`src/rtl/sdram_arb_pkg.sv`:
```
// Shared types and default widths for the SDRAM host-port arbiter.
package sdram_arb_pkg;

   localparam int unsigned HADDR_WIDTH_DEF = 24;
   localparam int unsigned DATA_WIDTH_DEF  = 16;
   localparam int unsigned CNT_W           = 8;

   typedef enum logic [2:0] {
      IDLE        = 3'd0,
      ISSUE       = 3'd1,
      WAIT_ACCEPT = 3'd2,
      WAIT_DONE   = 3'd3,
      RESP        = 3'd4
   } arb_state_e;

   // Latched identity of the transaction in flight.
   typedef struct packed {
      logic id;
      logic we;
   } txn_meta_t;

endpackage

```
`src/rtl/sdram_rr_pick.sv`:
```
// Combinational two-way round-robin pick: on a tie the port not granted last wins.
module sdram_rr_pick (
   input  logic [1:0] req,
   input  logic       last_grant,
   output logic       gnt_valid,
   output logic       gnt_id
);

   always_comb begin
      gnt_valid = |req;
      gnt_id    = 1'b0;
      if (req == 2'b11) begin
         gnt_id = ~last_grant;
      end else begin
         gnt_id = req[1];
      end
   end

endmodule

```
`src/rtl/sdram_host_arbiter.sv`:
```
// Two-port arbiter and single-word sequencer in front of the SDRAM controller host interface.
module sdram_host_arbiter
   import sdram_arb_pkg::*;
#(
   parameter int unsigned HADDR_WIDTH    = HADDR_WIDTH_DEF,
   parameter int unsigned DATA_WIDTH     = DATA_WIDTH_DEF,
   parameter int unsigned ACCEPT_TIMEOUT = 15
) (
   input  logic                   clk,
   input  logic                   rst,
   input  logic                   p0_req,
   input  logic                   p0_we,
   input  logic [HADDR_WIDTH-1:0] p0_addr,
   input  logic [DATA_WIDTH-1:0]  p0_wdata,
   output logic                   p0_ack,
   output logic                   p0_err,
   output logic [DATA_WIDTH-1:0]  p0_rdata,
   input  logic                   p1_req,
   input  logic                   p1_we,
   input  logic [HADDR_WIDTH-1:0] p1_addr,
   input  logic [DATA_WIDTH-1:0]  p1_wdata,
   output logic                   p1_ack,
   output logic                   p1_err,
   output logic [DATA_WIDTH-1:0]  p1_rdata,
   output logic [HADDR_WIDTH-1:0] haddr,
   output logic [DATA_WIDTH-1:0]  data_input,
   output logic                   rd_enable,
   output logic                   wr_enable,
   input  logic                   busy,
   input  logic [DATA_WIDTH-1:0]  data_output
);

   localparam logic [CNT_W-1:0] TIMEOUT_C = CNT_W'(ACCEPT_TIMEOUT);

   arb_state_e             state_q, state_d;
   txn_meta_t              meta_q, meta_d;
   logic                   last_grant_q, last_grant_d;
   logic [CNT_W-1:0]       cnt_q, cnt_d;
   logic [HADDR_WIDTH-1:0] haddr_q, haddr_d;
   logic [DATA_WIDTH-1:0]  wdata_q, wdata_d;
   logic                   rd_en_q, rd_en_d, wr_en_q, wr_en_d;
   logic [1:0]             ack_q, ack_d, err_q, err_d;
   logic [DATA_WIDTH-1:0]  rdata0_q, rdata0_d, rdata1_q, rdata1_d;
   logic                   gnt_valid, gnt_id;

   sdram_rr_pick u_pick (
      .req        ({p1_req, p0_req}),
      .last_grant (last_grant_q),
      .gnt_valid  (gnt_valid),
      .gnt_id     (gnt_id)
   );

   always_ff @(posedge clk) begin
      if (rst) begin
         state_q      <= IDLE;
         meta_q       <= '0;
         last_grant_q <= 1'b1;
         cnt_q        <= '0;
         haddr_q      <= '0;
         wdata_q      <= '0;
         rd_en_q      <= 1'b0;
         wr_en_q      <= 1'b0;
         ack_q        <= '0;
         err_q        <= '0;
         rdata0_q     <= '0;
         rdata1_q     <= '0;
      end else begin
         state_q      <= state_d;
         meta_q       <= meta_d;
         last_grant_q <= last_grant_d;
         cnt_q        <= cnt_d;
         haddr_q      <= haddr_d;
         wdata_q      <= wdata_d;
         rd_en_q      <= rd_en_d;
         wr_en_q      <= wr_en_d;
         ack_q        <= ack_d;
         err_q        <= err_d;
         rdata0_q     <= rdata0_d;
         rdata1_q     <= rdata1_d;
      end
   end

   // Strobes, ack and err are single-cycle: they default low and are only set on the entering transition.
   always_comb begin
      state_d      = state_q;
      meta_d       = meta_q;
      last_grant_d = last_grant_q;
      cnt_d        = cnt_q;
      haddr_d      = haddr_q;
      wdata_d      = wdata_q;
      rd_en_d      = 1'b0;
      wr_en_d      = 1'b0;
      ack_d        = '0;
      err_d        = '0;
      rdata0_d     = rdata0_q;
      rdata1_d     = rdata1_q;
      unique case (state_q)
         IDLE: begin
            if (!busy && gnt_valid) begin
               meta_d.id    = gnt_id;
               meta_d.we    = gnt_id ? p1_we : p0_we;
               haddr_d      = gnt_id ? p1_addr : p0_addr;
               wdata_d      = gnt_id ? p1_wdata : p0_wdata;
               last_grant_d = gnt_id;
               rd_en_d      = ~meta_d.we;
               wr_en_d      = meta_d.we;
               state_d      = ISSUE;
            end
         end
         ISSUE: begin
            cnt_d   = '0;
            state_d = WAIT_ACCEPT;
         end
         WAIT_ACCEPT: begin
            if (busy) begin
               state_d = WAIT_DONE;
            end else if (cnt_q == TIMEOUT_C) begin
               ack_d[meta_q.id] = 1'b1;
               err_d[meta_q.id] = 1'b1;
               state_d          = RESP;
            end else begin
               cnt_d = cnt_q + CNT_W'(1);
            end
         end
         WAIT_DONE: begin
            if (!busy) begin
               if (!meta_q.we) begin
                  if (meta_q.id) rdata1_d = data_output;
                  else           rdata0_d = data_output;
               end
               ack_d[meta_q.id] = 1'b1;
               state_d          = RESP;
            end
         end
         RESP: begin
            state_d = IDLE;
         end
         default: begin
            state_d = IDLE;
         end
      endcase
   end

   assign haddr      = haddr_q;
   assign data_input = wdata_q;
   assign rd_enable  = rd_en_q;
   assign wr_enable  = wr_en_q;
   assign p0_ack     = ack_q[0];
   assign p1_ack     = ack_q[1];
   assign p0_err     = err_q[0];
   assign p1_err     = err_q[1];
   assign p0_rdata   = rdata0_q;
   assign p1_rdata   = rdata1_q;

endmodule

```
`config.mk`:
```
export PLATFORM = sky130hd
export DESIGN_NAME = sdram_host_arbiter
export DESIGN_NICKNAME = d
export VERILOG_FILES = /design/src/rtl/sdram_arb_pkg.sv /design/src/rtl/sdram_rr_pick.sv /design/src/rtl/sdram_host_arbiter.sv
export SDC_FILE = /design/constraint.sdc
export NUM_CORES = 1
export LEC_CHECK = 0
export ABC_AREA = 1
export BUFFER_PORTS_ARGS = -buffer_cell sky130_fd_sc_hd__buf_4
export CORE_AREA = 5 5 107 84
export DETAILED_ROUTE_END_ITERATION = 10
export DIE_AREA = 0 0 112 89
export PLACE_DENSITY = 0.82
export SETUP_SLACK_MARGIN = 0.2
export SLEW_MARGIN = 40
export SYNTH_ARGS = -nofsm -noshare
export SYNTH_HDL_FRONTEND = slang
export SYNTH_SLANG_ARGS = --single-unit
```
`constraint.sdc`:
```
create_clock -name clk -period 2.2 [get_ports clk]
set_clock_uncertainty 0.05 [all_clocks]
set_input_delay 0.22 -clock clk [delete_from_list [all_inputs] [get_ports clk]]
set_output_delay 0.22 -clock clk [all_outputs]
set_load 0.01 [all_outputs]
```
# == Yosys cells after proc, flatten, opt, wreduce, memory -nomap -nowiden ==
# Index checks and enable logic that the tools add are counted.
# op_classes
addsub,1
n_mul,0
n_div,0
order_cmp,2
n_eq_ne,10
n_shift,0
muxes,18
n_bitwise,8
reduce_logical,13
# op_table
operator,n
$mux W24,1
$mux W16,1
$mux W8,2
$pmux W8 S2,1
$mux W3,4
$pmux W3 S4,1
$add A8 B1 Y8 const B,1
$eq A8 B4 Y1 const B,1
$ne A2 B2 Y1 const B,4
$not A1 Y1,8
$reduce_and A4 Y1,2
$eq A3 B2 Y1 const B,2
$mux W2,3
$reduce_and A3 Y1,2
$pmux W2 S2,1
$reduce_or A2 Y1,2
$eq A3 B1 Y1 const B,1
$logic_not A3 Y1,1
$mux W1,3
$ne A3 B3 Y1 const B,1
$reduce_or A3 Y1,1
$eq A2 B2 Y1 const B,1
$logic_and A1 B1 Y1,2
$lt A1 B2 Y1 const B,1
5 further kinds,5
# word_totals
register_bits,92
latch_bits,0
ramBits,0
rom_bits,0
inputBits,103
out_inout_bits,78
wordCells,65
mem_count,0

# == Longest topological paths before layout ==
# depth
word_depth,7
mapped_depth,9
ltp_nobuf,9

# == Modules after synthesis ==
# From an unflattened synthesis, not the netlist that was laid out.
# hier_totals
cells_unflattened,470
hier_area_um2,3814.9
# by_module_without_submodules
mod,n_inst,cells_each,area_each_um2,seq_area_each_um2
sdram_host_arbiter,1,467,3799.9,1841.8
sdram_rr_pick,1,3,15.0,0.0

# == Least setup slack after synthesis ==
# OpenSTA, ideal clock, no wires.
# synth_timing
kind,register -> register
startpoint,register state_q[1]
endpoint,"register rdata1_q[10], in the netlist p1_rdata[10]"
setup_time_ns,0.113
arrival_ns,1.224
t_required_ns,2.037
path_slack_ns,0.813
path_stages_with_launch,9
path_buffers,1
period_less_slack_ns,1.387
cell_sequence,dfxtp_1 > inv_2 > nor3_4 > nand2_4 > nor2_8 > inv_2 > buf_6 > nor2_1 > nor2_1
# synth_between
elab_chain_cells,2
# synth_lines
item,line_no,source
"start, declared",sdram_host_arbiter.sv:35,"arb_state_e state_q, state_d;"
"start signal, assigned",sdram_host_arbiter.sv:68,state_q <= state_d;
$eq A3 B2 Y1,sdram_host_arbiter.sv:97,unique case (state_q)
$reduce_and A4 Y1 (no source line),n/a,
"end signal, assigned",sdram_host_arbiter.sv:79,rdata1_q <= rdata1_d;
"end, declared",sdram_host_arbiter.sv:43,"logic [DATA_WIDTH-1:0] rdata0_q, rdata0_d, rdata1_q, rdata1_d;"
# Every way passes these cells.
# A chain may end at the register's enable or synchronous reset.

# == Worst setup path in the final report ==
# layout_timing
startpoint,register state_q[1]
endpoint,"register rdata1_q[9], in the netlist p1_rdata[9]"
# Same word-level chain as after synthesis.

==> run summary <==
================================================================================
Status                                                              finished clean
Count of distinct cell types in the synthesized netlist                       24
Worst vdd ir                                                            0.483 mV
Seq cells post-synth                                                          92
Standby leakage power                                                    2.59 nW
Maximum number of buffers from clock root to sink                              2
Endpoints failing hold                                                         0
Die outline area                                                       9970 um^2
NumNets Final                                                                785
Synthesis warning total                                                        0
Number of antenna violations at the first check in global routing              0
Cell count after synthesis                                                   514
DPL Wire Length                                                          8750 um
Root Buffer Master                                                      clkbuf_8
Critical Path RT                                                         2.41 ns
Global placement routability congestion                                    0.842
Sequential area share after synthesis                                      48.6%
Detailed Routing Iterations Pass 1                                             5
Maximum frequency from static timing analysis                          0.597 GHz
Core footprint                                                         7740 um^2
Library cell with the largest summed area after synthesis                dfxtp_1
Detail Route Antenna Nets                                                      0
End point of the worst hold path                                    p1_rdata[11]
Crit Path Max Fanout                                                          17
Synthesized netlist net count                                                618
Overall routed net length                                               11900 um
Element type at the critical path end                                       flop
Pin count of the biggest net entering global routing                          44
Utilization after layout                                                   69.6%
Clock sink count                                                              92
Overall Global Routing Usage                                               23.1%
Final critical-path share of the clock period                              76.2%
Maxcap violations                                                              0
Startpoint of the tightest hold check path                          data_output[11]
CTS buffer count                                                               9
Biggest area contributors in the synthesized netlist                dfxtp_1, a21oi_1, o21ai_0
Area share of the largest cell type after synthesis                        48.6%
Overall overflow remaining after global route                                  0
FF-to-FF setup slack                                                     0.52 ns
Critical setup path kind                                            flop to flop
Wire length per cell after detailed routing                              15.0 um
Via count                                                                   4108
Detailed-route DRC error count                                                 0
Worst R2R End                                                        p1_rdata[9]
Clk slew on worst S/H paths                                              0.10 ns
Aggregate negative setup slack                                              0 ns
DIE HEIGHT                                                                 89 um
Insertion delay of the later-clocked pin in the worst-skew pair          0.35 ns
Setup crit start kind                                                       flop
Final critical delay including setup and external delays                 1.68 ns
Normalized max-slew margin                                                 50.8%
Transition time of the tightest slew-check pin                          0.736 ns
Via count of the first global-routing pass                                  3903
Share of cells above drive strength 1                                      31.9%
Area Growth Syn to Fin                                                     42.1%
Chip width                                                                112 um
CTS tree                                                                     yes
Max-slew violation count                                                       0
Boundary Pins                                                                181
Average via count per standard cell                                         5.19
Data arrival at the endpoint of the critical path                        1.89 ns
Row cnt                                                                       28
Hold-critical path depth                                                       3
Setup repair after global routing missed its margin                        false
Effective utilization at floorplan                                         49.0%
Power density normalized to cell area                                906 nW/um^2
R2R Path Start                                                        state_q[1]
Final setup violation count                                                    0
Synthesized cell area                                                  3790 um^2
Count of buffers from port buffering                                         180
Detailed Route Iter0 Violations                                              228
Average size of a mapped cell                                          7.38 um^2
Worst min-delay path class                                          primary input to flop
Antenna diodes                                                                 0
Count of H-tree levels built during CTS                                        3
Wire length of the first global-routing pass                            18700 um
Reg2Reg Depth                                                                  7
================================================================================
[metrics by stage]
stage / area, um^2 / hold slack, ns / total power, mW / cells / worst slack, ns
floorplan: 3790 / 0.305 / 3.08 / 514 / 0.813
CTS: 5380 / 0.0204 / 4.90 / 791 / 0.375
finish: 5390 / 0.0345 / 4.88 / 791 / 0.524
global placement: 5190 / 0.382 / 3.75 / 775 / 0.498
detailed placement: 5190 / 0.386 / 3.81 / 775 / 0.389
global route: 5390 / 0.0260 / 5.19 / 791 / 0.362
[worst max path at each step]
stage | end | cells after the start | from
finish | p1_rdata[9] | 7 | state_q[1]
floorplan | p1_rdata[10] | 8 | state_q[1]
global route | cnt_q[3] | 7 | cnt_q[1]
global placement | p0_rdata[5] | 5 | state_q[1]
CTS | p0_rdata[11] | 5 | state_q[1]
detailed placement | p0_rdata[11] | 5 | state_q[1]
[state kept, by name, summed over array words and instances, names as in the netlist]
signal,count
haddr,24
data_input,16
p0_rdata,16
p1_rdata,16
cnt_q,8
state_q,3
ack_q,2
err_q,2
meta_q,2
last_grant_q,1
rd_enable,1
wr_enable,1
[worst max-delay path, cell delays in order (launching register included)]
cell     delay [ns]
dfxtp_1        0.38
inv_2          0.07
nor3_4         0.34
nand2_4        0.12
nor2_8         0.24
inv_2          0.19
nor2_1         0.14
nor2_1         0.06
[layout by cell type, fill, tap and decap left out, types with 2 or more instances in the layout]
cell type	Yosys	final
o21ai_0	61	61
inv_2	8	9
inv_6	0	3
dfxtp_1	92	92
nor3_1	2	2
clkbuf_8	0	9
inv_8	0	2
clkinvlp_4	0	2
o21ai_1	17	17
nand2_1	75	75
buf_4	0	186
nor2_1	54	54
nand3_1	24	24
a21oi_1	106	106
inv_1	32	32
[layer usage]
layer  share of wire (%)  vias to the layer above  wire (um)  track usage [%]
met5                   0                        -          0                0
met4                 3.7                        0        438             11.2
met3                 9.2                       34       1100             8.32
met2                  48                      187       5660             39.1
met1                  39                     1855       4660             26.3
li1                    -                     2032          -                -
[synth_stat cells]
| master | count |
|---|---|
| nand3_1 | 24 |
| ha_1 | 1 |
| inv_2 | 8 |
| nor3_4 | 1 |
| o21ai_0 | 61 |
| mux2i_1 | 1 |
| buf_2 | 11 |
| nand2_1 | 75 |
| clkbuf_1 | 18 |
| nor3_1 | 2 |
| nand3_2 | 2 |
| nor2_2 | 1 |
| nand2_4 | 1 |
| nand2_2 | 1 |
| nor2_8 | 1 |
| and3_1 | 1 |
| a21oi_1 | 106 |
| nor2_1 | 54 |
| inv_1 | 32 |
| o21ai_1 | 17 |
| clkinv_1 | 1 |
| dfxtp_1 | 92 |
| o21bai_1 | 1 |
| buf_6 | 2 |
[kinds of logic after synthesis]
family,share of synthesized area [%]
and+or+nand+nor,18.5
adders and majority gates,0.330
AOI/OAI and AO/OA,24.5
buffers and inverters,7.89
muxes,0.264
DFF,48.6
[final cells by class]
cell class                      instances  area [um^2]
Clock buffer                            9          124
Fill cell                             637         2350
Clock inverter                          7         63.8
Tap cell                              105          131
Sequential cell                        92         1840
Inverter                               41          154
Timing Repair Buffer                  187         1420
Multi-Input combinational cell        350         1660
[repair_timing]
action                                  CTS  global route
endpoints found under the setup margin    0             7
buffers inserted                          0             0
gates resized for setup                   0             1
hold buffers                              0             0
[power breakdown]
part	leakage, nW	switching [mW]	internal, mW
sequential	0.751	0.161	1.94
clock	0.0907	0.659	0.439
combinational	1.75	0.970	0.709
total	2.59	1.79	3.09
No activity file was read; power rests on OpenSTA's default activity.
